--- src/rtl/spi_master_core.sv ---
// Single-lane mode-0 SPI master: one framed transfer of a 32-bit command/address
// word followed by an optional 0..32-bit write or read data phase.
module spi_master_core #(
  parameter int CLK_DIV = 2
) (
  input  logic        clk,
  input  logic        rst_n,
  input  logic        start,
  input  logic        write_enable,
  input  logic [31:0] cmd_addr,
  input  logic [5:0]  data_len,
  input  logic [31:0] data_in,
  output logic [31:0] data_out,
  output logic        done,
  output logic        spi_clk,
  output logic        spi_cs_n,
  output logic        spi_mosi,
  input  logic        spi_miso
);

  localparam int DIV_W = (CLK_DIV > 1) ? $clog2(CLK_DIV) : 1;
  localparam logic [DIV_W-1:0] DIV_LAST = DIV_W'(CLK_DIV - 1);

  typedef enum logic {S_IDLE, S_SHIFT} state_t;

  state_t           state_q, state_d;
  logic [DIV_W-1:0] div_q, div_d;
  logic             phase_q, phase_d;   // 0: spi_clk low half, 1: high half
  logic [6:0]       bit_q, bit_d;
  logic [6:0]       n_q, n_d;
  logic [63:0]      tx_q, tx_d;
  logic [31:0]      rx_q, rx_d;
  logic [31:0]      dout_q, dout_d;
  logic             we_q, we_d;
  logic             sclk_q, sclk_d;
  logic             cs_n_q, cs_n_d;
  logic             mosi_q, mosi_d;
  logic             done_q, done_d;
  logic [5:0]       len_clamped;

  always_comb begin
    state_d     = state_q;
    div_d       = div_q;
    phase_d     = phase_q;
    bit_d       = bit_q;
    n_d         = n_q;
    tx_d        = tx_q;
    rx_d        = rx_q;
    dout_d      = dout_q;
    we_d        = we_q;
    sclk_d      = sclk_q;
    cs_n_d      = cs_n_q;
    mosi_d      = mosi_q;
    done_d      = 1'b0;
    len_clamped = (data_len > 6'd32) ? 6'd32 : data_len;

    case (state_q)
      S_IDLE: begin
        if (start) begin
          state_d = S_SHIFT;
          // Read frames load zeros behind the command so MOSI idles low in the data phase.
          tx_d    = {cmd_addr, (write_enable ? data_in : 32'h0)};
          n_d     = 7'd32 + {1'b0, len_clamped};
          we_d    = write_enable;
          rx_d    = 32'h0;
          cs_n_d  = 1'b0;
          mosi_d  = cmd_addr[31];
          sclk_d  = 1'b0;
          div_d   = '0;
          phase_d = 1'b0;
          bit_d   = 7'd0;
        end
      end
      S_SHIFT: begin
        if (div_q == DIV_LAST) begin
          div_d = '0;
          if (!phase_q) begin
            sclk_d  = 1'b1;
            phase_d = 1'b1;
            if (bit_q >= 7'd32) begin
              rx_d = {rx_q[30:0], spi_miso};
            end
          end else begin
            sclk_d  = 1'b0;
            phase_d = 1'b0;
            if (bit_q == n_q - 7'd1) begin
              state_d = S_IDLE;
              cs_n_d  = 1'b1;
              mosi_d  = 1'b0;
              done_d  = 1'b1;
              if (!we_q) begin
                dout_d = rx_q;
              end
            end else begin
              bit_d  = bit_q + 7'd1;
              tx_d   = {tx_q[62:0], 1'b0};
              mosi_d = tx_q[62];
            end
          end
        end else begin
          div_d = div_q + DIV_W'(1);
        end
      end
      default: state_d = S_IDLE;
    endcase
  end

  always_ff @(posedge clk or negedge rst_n) begin
    if (!rst_n) begin
      state_q <= S_IDLE;
      div_q   <= '0;
      phase_q <= 1'b0;
      bit_q   <= 7'd0;
      n_q     <= 7'd0;
      tx_q    <= 64'h0;
      rx_q    <= 32'h0;
      dout_q  <= 32'h0;
      we_q    <= 1'b0;
      sclk_q  <= 1'b0;
      cs_n_q  <= 1'b1;
      mosi_q  <= 1'b0;
      done_q  <= 1'b0;
    end else begin
      state_q <= state_d;
      div_q   <= div_d;
      phase_q <= phase_d;
      bit_q   <= bit_d;
      n_q     <= n_d;
      tx_q    <= tx_d;
      rx_q    <= rx_d;
      dout_q  <= dout_d;
      we_q    <= we_d;
      sclk_q  <= sclk_d;
      cs_n_q  <= cs_n_d;
      mosi_q  <= mosi_d;
      done_q  <= done_d;
    end
  end

  assign data_out = dout_q;
  assign done     = done_q;
  assign spi_clk  = sclk_q;
  assign spi_cs_n = cs_n_q;
  assign spi_mosi = mosi_q;

endmodule

--- config.mk ---
export PLATFORM = sky130hd
export DESIGN_NAME = spi_master_core
export DESIGN_NICKNAME = d
export VERILOG_FILES = /design/src/rtl/spi_master_core.sv
export SDC_FILE = /design/constraint.sdc
export NUM_CORES = 1
export LEC_CHECK = 0
export ABC_CLOCK_PERIOD_IN_PS = 2910
export CAP_MARGIN = 10
export CELL_PAD_IN_SITES_DETAIL_PLACEMENT = 1
export CELL_PAD_IN_SITES_GLOBAL_PLACEMENT = 1
export CORE_MARGIN = 3
export CORE_UTILIZATION = 39
export DETAILED_ROUTE_END_ITERATION = 12
export PLACE_DENSITY_LB_ADDON = 0.1
export SLEW_MARGIN = 20
export SYNTH_ARGS = -nofsm -noshare
export SYNTH_HDL_FRONTEND = slang
export SYNTH_SLANG_ARGS = --single-unit
--- constraint.sdc ---
create_clock -name clk -period 2.91 [get_ports clk]
set_clock_uncertainty 0.15 [all_clocks]
set_input_delay 0.873 -clock clk [delete_from_list [all_inputs] [get_ports clk]]
set_output_delay 0.873 -clock clk [all_outputs]
set_load 0.01 [all_outputs]
==> summary.txt <==
Final layout
  – Final net count: 743
  – Final Core Density: 0.529
  – # diodes: 0
  – FILL cells: 1726
  – Area occupied by multi-input gates: about 2800 um2
  – Layout area overhead: 31.3%
  – FF/Latch Area: roughly 3700 um2
  – Layout Cells excl Fill: around 900
  – Share of cells above drive strength 1: 0.226

STA
  – F_max: roughly 0.35 GHz
  – Final Hold Viols: 0
  – Slew @ Worst Pin: 0.764 ns
  – Count of final setup violators: 0
  – Max-slew violation count: 0
  – Slew HR: 0.491
  – Fin crit period: around 2.8 ns
  – Fin crit share: 0.971
  – RSZ-0062 raised after global routing: no

Worst setup path
  – Worst path bufs/invs: 3
  – Reg2reg path depth: 9
  – CP Launch Point: n_q[1]
  – Arrival time at the worst endpoint: 2.98 ns
  – Crit path launch type: flip-flop
  – R2r setup slk: ~0.086 ns
  – Crit-path max FO: 8
  – CP Capture Point: data_out[29]
  – CP Depth: 9
  – Kind of end point of the critical path: flip-flop
  – Type of the worst setup path: reg -> reg
  – Req. time, crit path: 3.06 ns
  – CP delay by family, top: simple AND/OR/NAND/NOR gates
  – Worst path max stage delay: 0.53 ns
  – R2R Path Start: n_q[1]
  – FF-to-FF End: data_out[29]
  – Slowest-stage cell, CP: or4_4
  – Worst path cell trace: inv_1 > ha_2 > or4_4 > a211o_1 > nand3_1 > nor4b_4 > buf_6 > clkbuf_16 > mux2_2

Synth
  – Synth Cell Area: ~6700 um2
  – Synth Instances: between 500 and 600
  – Synthesized Nets: 627
  – Synth Flop Type: dfrtp_1
  – Count of unique library cells instantiated by Yosys: 42
  – Ys Warns: 0
  – Asr flop ratio synth: 1.00
  – Sequential area share after synthesis: 0.551
  – Synthesis-stage register bit count: between 100 and 150
  – Syn_area_per_cell: 12.2 um2
  – Post-synth EDFFs: 0

Detailed routing
  – Routed len/inst: between 15 and 20 um
  – Post-DR vias/cell: just over 5
  – Via count: 4587
  – Wirelength, routed: between 15000 and 20000 um
  – Post-DRT Antenna Nets: 0
  – WL met2: 8290 um
  – DRC Markers: 0
  – First-pass DRT Iterations: 4
  – Number of DRC markers in iteration 0: around 250
  – Met1 WL: just under 7000 um
  – WL met3: between 700 and 800 um
  – Uppermost layer routed: met4

CTS
  – Root buffer cell: clkbuf_16
  – TritonCTS clock tree: built
  – CTS sink count: ~150
  – H-tree depth reported by CTS: 4
  – Max clock buf depth: 2
  – Worst-Skew Late Latency: between 0.4 and 0.5 ns
  – CTS Buf Count: 17
  – Clock-pin slew on the worst setup and hold paths: 0.06 ns

Run
  – Max-cap violations: 0

Place
  – HPWL Detailed: around 10000 um
  – # placed instances: between 800 and 900
  – Global placement routability congestion: around 0.74
  – # port buffers: between 100 and 150

Outcome
  – Status: completed

Floorplan
  – Std-Cell Rows: 47
  – Core box area: ~17000 um2
  – Die Ht: about 140 um
  – Die width: around 140 um
  – # IOs: about 110
  – Initial Util: 0.403
  – Die area: around 19000 um2

Global route
  – First-pass GRT wire length: about 25000 um
  – Largest net degree at the start of global routing: 67
  – Global-route usage over all layers: 0.174
  – Initial antenna violation count: 0
  – Grt ovf: 0
  – Vias in the first global route: 5049

Power
  – Leakage: ~4 nW
  – Peak VDD IR: roughly 0.49 mV
  – PwrDens: around 1000 nW/um2

Worst hold path
  – Worst hold path type: in -> async
-- per-layer routing --
layer	up-vias	GRT usage
li1	2174	-
met1	2334	0.209
met2	70	0.298
met3	9	0.0588
met4	0	0.0466
met5	-	0
-- logic make-up (layout without fill, tap and decap cells) --
logic type | Yosys count | count (layout) | synth area share
DFF | 148 | 148 | 0.551
buffers and inverters | 45 | 174 | 0.0361
AOI/OAI and AO/OA | 92 | 92 | 0.0945
xor gates and xnor gates | 8 | 8 | 0.0104
and+or+nand+nor | 124 | 124 | 0.0865
muxes | 129 | 129 | 0.216
adders and majority gates | 3 | 3 | 0.00558
-- worst min-delay path by stage --
stage,startpoint,endpoint,slack (ns),depth (start not counted)
2_1_floorplan,tx_q[0],tx_q[0],0.31,1
3_3_place_gp,tx_q[51],tx_q[51],0.32,1
3_5_place_dp,tx_q[58],tx_q[58],0.33,1
4_1_cts,rst_n,data_out[25],0.22,1
5_1_grt,rst_n,data_out[29],0.23,1
6_report,rst_n,data_out[29],0.22,1
-- cells in the mapped netlist (2+ instances only) --
master | number | area [um2]
nor3_1 | 3 | 15.0
nor3b_1 | 2 | 15.0
o221a_2 | 2 | 22.5
buf_2 | 2 | 10.0
nand3_1 | 8 | 40.0
a22o_1 | 32 | 280
nand2_1 | 78 | 293
mux2_2 | 82 | 923
xor2_1 | 5 | 43.8
inv_1 | 8 | 30.0
buf_6 | 9 | 101
ha_1 | 3 | 37.5
nand2b_1 | 10 | 62.6
xnor2_1 | 3 | 26.3
or3_1 | 2 | 12.5
o211ai_1 | 4 | 30.0
o21ai_0 | 42 | 210
nor2_1 | 8 | 30.0
mux2_1 | 47 | 529
or4_1 | 4 | 30.0
dfrtp_1 | 147 | 3680
clkbuf_1 | 25 | 93.8
a21o_1 | 2 | 15.0
a21boi_0 | 3 | 22.5
-- cell type report --
type,count,share of cell area
Clock buffer,19,0.0502
Sequential cell,148,0.420
Inverter,8,0.00340
Multi-Input combinational cell,356,0.322
Tap cell,220,0.0312
Timing Repair Buffer,134,0.160
Clock inverter,13,0.0132
-- where the power goes --
part	internal [W]	switching [W]	leakage, nW
Combinational	0.00191	0.00143	1.71
Clock	0.00115	0.000947	0.270
Sequential	0.00290	0.000562	1.91
Total	0.00595	0.00294	3.89
-- flip-flops by register name, summed over array words and instances (netlist names) --
name      count
div_q         1
spi_clk       1
tx_q         63
state_q       1
data_out     32
bit_q         7
spi_cs_n      1
spi_mosi      1
rx_q         32
n_q           7
we_q          1
done          1
-- metrics by stage --
stage          total power [W]  setup TNS [ns]  setup WS [ns]  instance area, um2  hold WS (ns)
2_1_floorplan          0.00554               0          0.130                6730         0.307
3_3_place_gp           0.00646           -2.78        -0.0671                8080         0.319
3_5_place_dp           0.00665           -9.84         -0.183                8080         0.326
4_1_cts                0.00894         -0.0183       -0.00516                8710         0.223
5_1_grt                0.00954               0        0.00309                8830         0.225
6_report               0.00888               0         0.0858                8830         0.223
-- placed cells by master (no fill, tap or decap), types with 9 or more instances in the layout --
cell type and count:
clkbuf_16 19, dfrtp_1 145, o21ai_0 42, nand2b_1 9
mux2_2 82, buf_4 14, clkdlybuf4s50_1 109, a22o_1 32
mux2_1 47, nand2_1 78
-- what timing repair did --
| item | CTS | global route |
|---|---|---|
| setup buffers | 2 | 3 |
| gates cloned | 1 | 3 |
| endpoints found under the setup margin | 69 | 82 |
| pin swaps | 2 | 3 |
| resized for setup | 4 | 7 |
| hold buffers | 0 | 0 |
Power figures use the tool's default switching activity.
